==> src/rtl/mem_arbiter.sv <==
// Two-requester (CPU / debug) arbiter in front of a single-port memory; IDLE -> ACCESS -> DONE per access.
// Define ARB_ROUND_ROBIN_EN for an alternating tie-break; otherwise the CPU wins every tie.
module mem_arbiter #(
  parameter int WIDTH = 32,
  parameter int AW    = 16
) (
  input  logic             clk,
  input  logic             reset,
  input  logic             c_req,
  input  logic             c_wen,
  input  logic [AW-1:0]    c_addr,
  input  logic [WIDTH-1:0] c_wdata,
  output logic [WIDTH-1:0] c_rdata,
  output logic             c_ack,
  input  logic             d_req,
  input  logic             d_wen,
  input  logic [AW-1:0]    d_addr,
  input  logic [WIDTH-1:0] d_wdata,
  output logic [WIDTH-1:0] d_rdata,
  output logic             d_ack,
  output logic             m_en,
  output logic             m_wen,
  output logic [AW-1:0]    m_addr,
  output logic [WIDTH-1:0] m_wdata,
  input  logic [WIDTH-1:0] m_rdata,
  output logic             owner
);

  typedef enum logic [1:0] {IDLE, ACCESS, DONE} state_t;

  state_t           state_reg, state_next;
  logic             m_en_reg, m_en_next;
  logic             m_wen_reg, m_wen_next;
  logic [AW-1:0]    m_addr_reg, m_addr_next;
  logic [WIDTH-1:0] m_wdata_reg, m_wdata_next;
  logic [WIDTH-1:0] c_rdata_reg, c_rdata_next;
  logic [WIDTH-1:0] d_rdata_reg, d_rdata_next;
  logic             c_ack_reg, c_ack_next;
  logic             d_ack_reg, d_ack_next;
  logic             owner_reg, owner_next;
  // m_wen is dropped in ACCESS, so the read/write nature is kept here for DONE.
  logic             xfer_wen_reg, xfer_wen_next;
  logic             grant_d;

`ifdef ARB_ROUND_ROBIN_EN
  logic last_reg, last_next;

  // last_reg = 1 means debug was granted last, so a tie goes to the CPU.
  assign grant_d = d_req & (~c_req | ~last_reg);

  always_ff @(posedge clk or negedge reset) begin
    if (!reset) last_reg <= 1'b1;
    else        last_reg <= last_next;
  end
`else
  assign grant_d = d_req & ~c_req;
`endif

  always_ff @(posedge clk or negedge reset) begin
    if (!reset) begin
      state_reg    <= IDLE;
      m_en_reg     <= 1'b0;
      m_wen_reg    <= 1'b0;
      m_addr_reg   <= '0;
      m_wdata_reg  <= '0;
      c_rdata_reg  <= '0;
      d_rdata_reg  <= '0;
      c_ack_reg    <= 1'b0;
      d_ack_reg    <= 1'b0;
      owner_reg    <= 1'b0;
      xfer_wen_reg <= 1'b0;
    end else begin
      state_reg    <= state_next;
      m_en_reg     <= m_en_next;
      m_wen_reg    <= m_wen_next;
      m_addr_reg   <= m_addr_next;
      m_wdata_reg  <= m_wdata_next;
      c_rdata_reg  <= c_rdata_next;
      d_rdata_reg  <= d_rdata_next;
      c_ack_reg    <= c_ack_next;
      d_ack_reg    <= d_ack_next;
      owner_reg    <= owner_next;
      xfer_wen_reg <= xfer_wen_next;
    end
  end

  always_comb begin
    state_next    = state_reg;
    m_en_next     = 1'b0;
    m_wen_next    = m_wen_reg;
    m_addr_next   = m_addr_reg;
    m_wdata_next  = m_wdata_reg;
    c_rdata_next  = c_rdata_reg;
    d_rdata_next  = d_rdata_reg;
    c_ack_next    = 1'b0;
    d_ack_next    = 1'b0;
    owner_next    = owner_reg;
    xfer_wen_next = xfer_wen_reg;
`ifdef ARB_ROUND_ROBIN_EN
    last_next     = last_reg;
`endif
    case (state_reg)
      IDLE: begin
        if (c_req || d_req) begin
          owner_next    = grant_d;
          m_en_next     = 1'b1;
          m_wen_next    = grant_d ? d_wen   : c_wen;
          m_addr_next   = grant_d ? d_addr  : c_addr;
          m_wdata_next  = grant_d ? d_wdata : c_wdata;
          xfer_wen_next = grant_d ? d_wen   : c_wen;
`ifdef ARB_ROUND_ROBIN_EN
          last_next     = grant_d;
`endif
          state_next    = ACCESS;
        end
      end
      ACCESS: begin
        m_wen_next = 1'b0;
        state_next = DONE;
      end
      DONE: begin
        // m_rdata is valid during DONE, so it is captured together with the ack.
        if (owner_reg) begin
          d_ack_next = 1'b1;
          if (!xfer_wen_reg) d_rdata_next = m_rdata;
        end else begin
          c_ack_next = 1'b1;
          if (!xfer_wen_reg) c_rdata_next = m_rdata;
        end
        state_next = IDLE;
      end
      default: state_next = IDLE;
    endcase
  end

  assign m_en    = m_en_reg;
  assign m_wen   = m_wen_reg;
  assign m_addr  = m_addr_reg;
  assign m_wdata = m_wdata_reg;
  assign c_rdata = c_rdata_reg;
  assign d_rdata = d_rdata_reg;
  assign c_ack   = c_ack_reg;
  assign d_ack   = d_ack_reg;
  assign owner   = owner_reg;

endmodule

==> config.mk <==
export PLATFORM = sky130hd
export DESIGN_NAME = mem_arbiter
export DESIGN_NICKNAME = d
export VERILOG_FILES = /design/src/rtl/mem_arbiter.sv
export SDC_FILE = /design/constraint.sdc
export NUM_CORES = 1
export LEC_CHECK = 0
export CAP_MARGIN = 20
export CELL_PAD_IN_SITES_DETAIL_PLACEMENT = 1
export CELL_PAD_IN_SITES_GLOBAL_PLACEMENT = 1
export CORE_MARGIN = 1
export CORE_UTILIZATION = 33
export CTS_BUF_LIST = sky130_fd_sc_hd__clkbuf_8
export CTS_CLUSTER_DIAMETER = 200
export DETAILED_ROUTE_END_ITERATION = 16
export PLACE_DENSITY = 0.86
export SLEW_MARGIN = 20
export SYNTH_ARGS = -nofsm -noshare
export SYNTH_HDL_FRONTEND = slang
export SYNTH_SLANG_ARGS = --single-unit
==> constraint.sdc <==
create_clock -name clk -period 1.95 [get_ports clk]
set_input_delay 0.39 -clock clk [delete_from_list [all_inputs] [get_ports clk]]
set_output_delay 0.39 -clock clk [all_outputs]
set_load 0.005 [all_outputs]
==> qor.yml, run 1 <==
global_routing:
  antenna_found_initial: 0
  overflow: 0
  grt_max_degree: 73
  grt_pass1_wl_mm: 23.2
  use_met1_pct: 20.6
  grt_pass1_vias: 4121
  use_met2_pct: 34.4
  top_usage_layer: "met2"
  grt_usage_pct: 19.1
  met3_usage_pct: 6.41
setup_path:
  cp-start-kind: "flip-flop"
  critPathKind: "reg -> out"
  crit_buf_inv: 1
  worstSetupEndpointType: "output pin"
  max_stage_delay_ns: 0.55
  worstPathArrival_ns: 1.39
  cp_max_fo: 4
  slowest_stage: "clkdlybuf4s50_1"
  critical_path.top_delay_family: "buffers and inverters"
  cp_data_required_time_ns: 1.56
  crit_chain: "clkdlybuf4s50_1"
finish:
  nets: 714
  syn2layout_area_growth_pct: 62.1
  final_layout_size_suffix_gt1_share_pct: 35.4
  layout_common_cells: "clkdlybuf4s50_1 (249), mux2_2 (144), dfrtp_1 (120)"
  final_cells: 781
  layout_commonest_cell: "clkdlybuf4s50_1"
  design_area_um2: 8310
  antenna_cells: 0
sta:
  drv_slew: 0
  slew-limit-headroom_pct: 73.4
  fmax_ghz: 0.562
  setup_violations: 0
  finalCriticalPeriod_ns: 1.78
  finalCritPeriodShare_pct: 91.2
  hold_violations: 0
  rsz0062_at_grt: "false"
  skew_ns: 0.00867
  worst_pin_slew_ns: 0.399
clocking:
  ctsRootBufferMaster: "clkbuf_8"
  cts_tree: "done"
  path_clk_slew_ns: 0.07
  cts_setup_buffers: 0
  hold_buffers: 1
  cts.sinks: 120
  worst_skew_pair.late_latency_ns: 0.43
  cts_buffers: 17
  cts_buffer_depth: 2
  ctsResizeCount: 0
  h-tree-depth: 4
status:
  outcome: "completed"
synth:
  ys_warn_count: 0
  synth-compound-area-share_pct: 0.488
  syn_avg_cell_area_um2: 16.3
  synthSimpleGateAreaFrac_pct: 1.24
  synthesis.nets: 449
  synth_cells: 315
  synth_xor_area_share_pct: 0
  yosys.area_share.adder_pct: 0
  synth_cell_types: 19
  synth_top_family_by_area: "multiplexers"
  ys_seq_area_share_pct: 58.6
  muxShareOfSynthArea_pct: 36.8
  synth-seq-cells: 120
  syn_area_um2: 5130
floorplan:
  pin_count: 251
  initial_core_util_pct: 33.7
  core_um2: 15200
  die_w_um: 127
  num_rows: 45
  die_h_um: 127
  fp.dieArea_um2: 16000
power_and_ir_drop:
  irDropWorstVdd_v: 0.000611
  p_leak_nw: 3.46
  p_per_area_nw_per_um2: 1450
route:
  firstDrtPassIters: 4
  drcViolationCount: 0
  vias_per_cell: 4.66
  antenna_left: 0
  num_vias: 3640
  drt-total-wl_mm: 14.7
  initialDrtViolationCount: 76
  wl_per_cell_um: 18.8
placement:
  dpl_cell_area_um2: 7900
  dp_hpwl_mm: 11.1
  dpl.cell_count: 748
  io_buffers: 250
  routabilityCongestion: 0.767
hold_path:
  min_path_type: "in -> async"
job:
  maxCapViolCount: 0
-- through the flow --
step	setup WS [ns]	TNS, ns	utilization [%]	total power [mW]	hold slack [ns]
floorplan	0.459	0	-	6.48	0.0944
global placement	-0.00694	-0.00694	52.0	9.62	0.315
detailed placement	-0.0495	-1.14	52.0	9.92	0.316
CTS	0.129	0	54.7	12.2	0.384
global route	0.100	0	54.7	12.8	0.411
finish	0.171	0	54.7	12.0	0.414
-- layer usage --
metal / vias to the layer above / wire length (µm)
met3: 20 / 961
met1: 1836 / 5390
li1: 1653 / -
met5: - / 0
met2: 131 / 8010
met4: 0 / 308
-- power by group --
part | leakage (nW) | internal, mW | switching (mW)
Clock | 0.199 | 1.17 | 1.05
Sequential | 1.44 | 3.75 | 0.679
Combinational | 1.82 | 3.71 | 1.65
Total | 3.46 | 8.64 | 3.37
-- worst paths after layout --
path | from | to | slack, ns | cells past startpoint
setup / recovery | owner$_DFFE_PN0P_ | owner | 0.17 | 1
hold / removal | reset | m_wdata[28]$_DFFE_PN0P_ | 0.41 | 2
setup reg to reg | owner$_DFFE_PN0P_ | c_rdata[26]$_DFFE_PN0P_ | 0.32 | 4
hold reg to reg | state_reg[1]$_DFFE_PN0P_ | state_reg[1]$_DFFE_PN0P_ | 0.48 | 1
max in group asynchronous | reset | state_reg[0]$_DFFE_PN0P_ | 0.83 | 3
min in group clk | state_reg[1]$_DFFE_PN0P_ | state_reg[1]$_DFFE_PN0P_ | 0.48 | 1
-- cell families (layout without fill, tap and decap cells) --
| group | after synthesis | after routing |
|---|---|---|
| AOI/OAI and AO/OA | 4 | 4 |
| buffers and inverters | 20 | 298 |
| DFF | 120 | 120 |
| muxes | 163 | 163 |
| and+or+nand+nor | 8 | 8 |
-- area by class of cell --
type / count / area [µm²]
Sequential cell: 120 / 3000
Multi-Input combinational cell: 175 / 1980
Clock buffer: 18 / 248
Fill cell: 1503 / 6890
Tap cell: 188 / 235
Timing Repair Buffer: 265 / 2690
Inverter: 1 / 3.75
Clock inverter: 14 / 151
-- Yosys cell counts --
cell | n | area (µm²)
nor3b_2 | 1 | 12.5
nor2b_1 | 1 | 6.26
mux2_1 | 1 | 11.3
nand2b_4 | 1 | 13.8
clkbuf_2 | 1 | 5.00
nand2b_1 | 1 | 6.26
and2_1 | 2 | 12.5
buf_4 | 4 | 30.0
o21a_1 | 2 | 15.0
inv_1 | 1 | 3.75
nor2_1 | 1 | 3.75
mux2_2 | 144 | 1620
mux2i_1 | 3 | 30.0
mux2_4 | 15 | 225
dfrtp_1 | 120 | 3000
and3b_1 | 1 | 8.76
a21oi_1 | 2 | 10.0
buf_2 | 8 | 40.0
buf_6 | 6 | 67.6
Note: power is estimated with default switching activity, not from simulation.
==> run 2: changes to the inputs <==
--- a/config.mk
+++ b/config.mk
@@ -9,11 +9,11 @@
 export CELL_PAD_IN_SITES_DETAIL_PLACEMENT = 1
 export CELL_PAD_IN_SITES_GLOBAL_PLACEMENT = 1
 export CORE_MARGIN = 1
-export CORE_UTILIZATION = 33
+export CORE_UTILIZATION = 30
 export CTS_BUF_LIST = sky130_fd_sc_hd__clkbuf_8
 export CTS_CLUSTER_DIAMETER = 200
 export DETAILED_ROUTE_END_ITERATION = 16
-export PLACE_DENSITY = 0.86
+export PLACE_DENSITY = 0.83
 export SLEW_MARGIN = 20
 export SYNTH_ARGS = -nofsm -noshare
 export SYNTH_HDL_FRONTEND = slang
==> constraint.sdc (replaced) <==
create_clock -name clk -period 1.4 [get_ports clk]
set_input_delay 0.28 -clock clk [delete_from_list [all_inputs] [get_ports clk]]
set_output_delay 0.28 -clock clk [all_outputs]
set_load 0.005 [all_outputs]
==> run 2 against run 1 <==
Compared with the run above:
- the flow now finishes with violations (setup timing)
- sequential cell count stayed put
- combinational power grew 90%
- first-iteration DRC count is 22% higher
- via count increased by 11%
- critical endpoint is now c_rdata[6]$_DFFE_PN0P_
==> qor.yml, run 2 (synthesized netlist as in run 1, its figures left out) <==
status:
  outcome: "finished, violations left"
  violations: "setup timing"
clocking:
  cts.sinks: 120
  cts_buffer_depth: 2
  cts_buffers: 17
  ctsRootBufferMaster: "clkbuf_8"
  cts_tree: "done"
  worst_skew_pair.late_latency_ns: 0.44
  h-tree-depth: 4
  path_clk_slew_ns: 0.07
sta:
  drv_slew: 0
  fin_ws_ns: -0.193
  finalCritPeriodShare_pct: 114
  slew-limit-headroom_pct: 80.0
  hold_violations: 0
  setup_violations: 103
  fmax_ghz: 0.628
  holdWs_ns: 0.281
  skew_ns: 0.00945
  finalCriticalPeriod_ns: 1.59
  worst_pin_slew_ns: 0.301
  rsz0062_at_grt: "true"
setup_path:
  crit_chain: "buf_6, nor3b_4, and2_4, buf_16, mux2_1"
  critPathKind: "reg -> reg"
  worstSetupEndpointType: "flip-flop"
  r2r_end: "c_rdata[6]$_DFFE_PN0P_"
  crit_buf_inv: 2
  rr_worst_depth: 5
  slowest_stage: "dfrtp_1"
  max_stage_delay_ns: 0.40
  cp-start-kind: "flip-flop"
  cp_max_fo: 16
  reg2reg_slack_ns: -0.19
  cp_data_required_time_ns: 1.72
  reg2reg_from: "owner$_DFFE_PN0P_"
  worstPathArrival_ns: 1.91
  critical_path.top_delay_family: "simple AND/OR/NAND/NOR gates"
placement:
  io_buffers: 250
  pre_cts_ws_ns: -0.543
  dp_hpwl_mm: 11.4
  dpl_cell_area_um2: 8030
  dpl.cell_count: 789
  routabilityCongestion: 0.750
floorplan:
  die_h_um: 133
  core_um2: 16600
  initial_core_util_pct: 30.8
  die_w_um: 133
  num_rows: 47
  pin_count: 251
  fp.dieArea_um2: 17600
route:
  initialDrtViolationCount: 93
  vias_per_cell: 4.53
  drt-total-wl_mm: 18.3
  drcViolationCount: 0
  num_vias: 4057
  antenna_left: 0
  wl_per_cell_um: 20.5
  firstDrtPassIters: 4
finish:
  design_area_um2: 9580
  layout_common_cells: "clkdlybuf4s50_1 (131), dfrtp_1 (118), mux2_4 (108)"
  layout_commonest_cell: "clkdlybuf4s50_1"
  final_cells: 896
  syn2layout_area_growth_pct: 86.9
  nets: 797
  antenna_cells: 0
  final_layout_size_suffix_gt1_share_pct: 44.4
power_and_ir_drop:
  irDropWorstVdd_v: 0.000778
  p_per_area_nw_per_um2: 2060
  total_power_mw: 19.7
  p_leak_nw: 4.37
job:
  maxCapViolCount: 0
global_routing:
  grt_pass1_vias: 4637
  overflow: 0
  grt_max_degree: 52
  grt_usage_pct: 20.4
  grt_pass1_wl_mm: 26.9
  antenna_found_initial: 0
hold_path:
  min_path_type: "in -> async"
-- run 2: changes by cell type in the layout (fill, tap and decap cells not counted), sizes merged --
cell / previous run / this run
dlygate4sd2: 0 / 13
buf: 15 / 95
clkdlybuf4s50: 249 / 131
clkbuf: 18 / 27
inv: 2 / 3
clkinvlp: 2 / 5
clkdlybuf4s15: 0 / 101
clkinv: 9 / 3
-- run 2: layer usage --
metal,global-route usage [%],vias to the layer above,wire length (µm)
met2,36.1,158,9690
li1,-,1821,-
met4,7.79,0,369
met3,5.40,27,921
met5,0,-,0
met1,23.4,2051,7370
-- run 2: cell type report --
class,count,area (µm²)
inverter,1,3.75
tap,220,275
fill,1645,7060
timing repair buffer,348,3550
clock buffer,20,275
multi-input combinational,175,2350
sequential,120,3010
clock inverter,12,125
-- run 2: worst max path at each step --
stage                             startpoint                      end  slack (ns)  cells after the start
finish                     owner$_DFFE_PN0P_   c_rdata[6]$_DFFE_PN0P_       -0.19                      5
floorplan           state_reg[0]$_DFFE_PN0P_  c_rdata[10]$_DFFE_PN0P_       -0.03                      5
detailed placement                     c_req   m_wdata[9]$_DFFE_PN0P_       -0.54                      5
global placement                       c_req   m_wdata[7]$_DFFE_PN0P_       -0.47                      5
CTS                        owner$_DFFE_PN0P_   c_rdata[9]$_DFFE_PN0P_       -0.22                      5
global route               owner$_DFFE_PN0P_  c_rdata[31]$_DFFE_PN0P_       -0.27                      5
-- run 2: power breakdown --
part	leakage [nW]	switching (mW)	internal, mW
Clock	0.194	1.51	1.71
Combinational	2.75	3.19	7.02
Sequential	1.43	1.07	5.23
Total	4.37	5.77	14.0
-- run 2: per-stage QoR --
stage                     TNS [ns]  utilization (%)
after floorplan              -2.36                -
after global placement      -28.86             48.2
after detailed placement    -33.82             48.2
after CTS                   -14.74             54.9
after global routing        -17.80             57.6
final                       -12.87             57.6
-- run 2: timing repair --
| action | CTS | global route |
|---|---|---|
| buffers inserted | 33 | 31 |
| hold buffers | 1 | 0 |
| gates resized for setup | 268 | 79 |
| hold endpoints to repair | 17 | 0 |
| pin swaps | 1 | 2 |
| gates cloned | 8 | 4 |
| setup endpoints to repair | 230 | 167 |
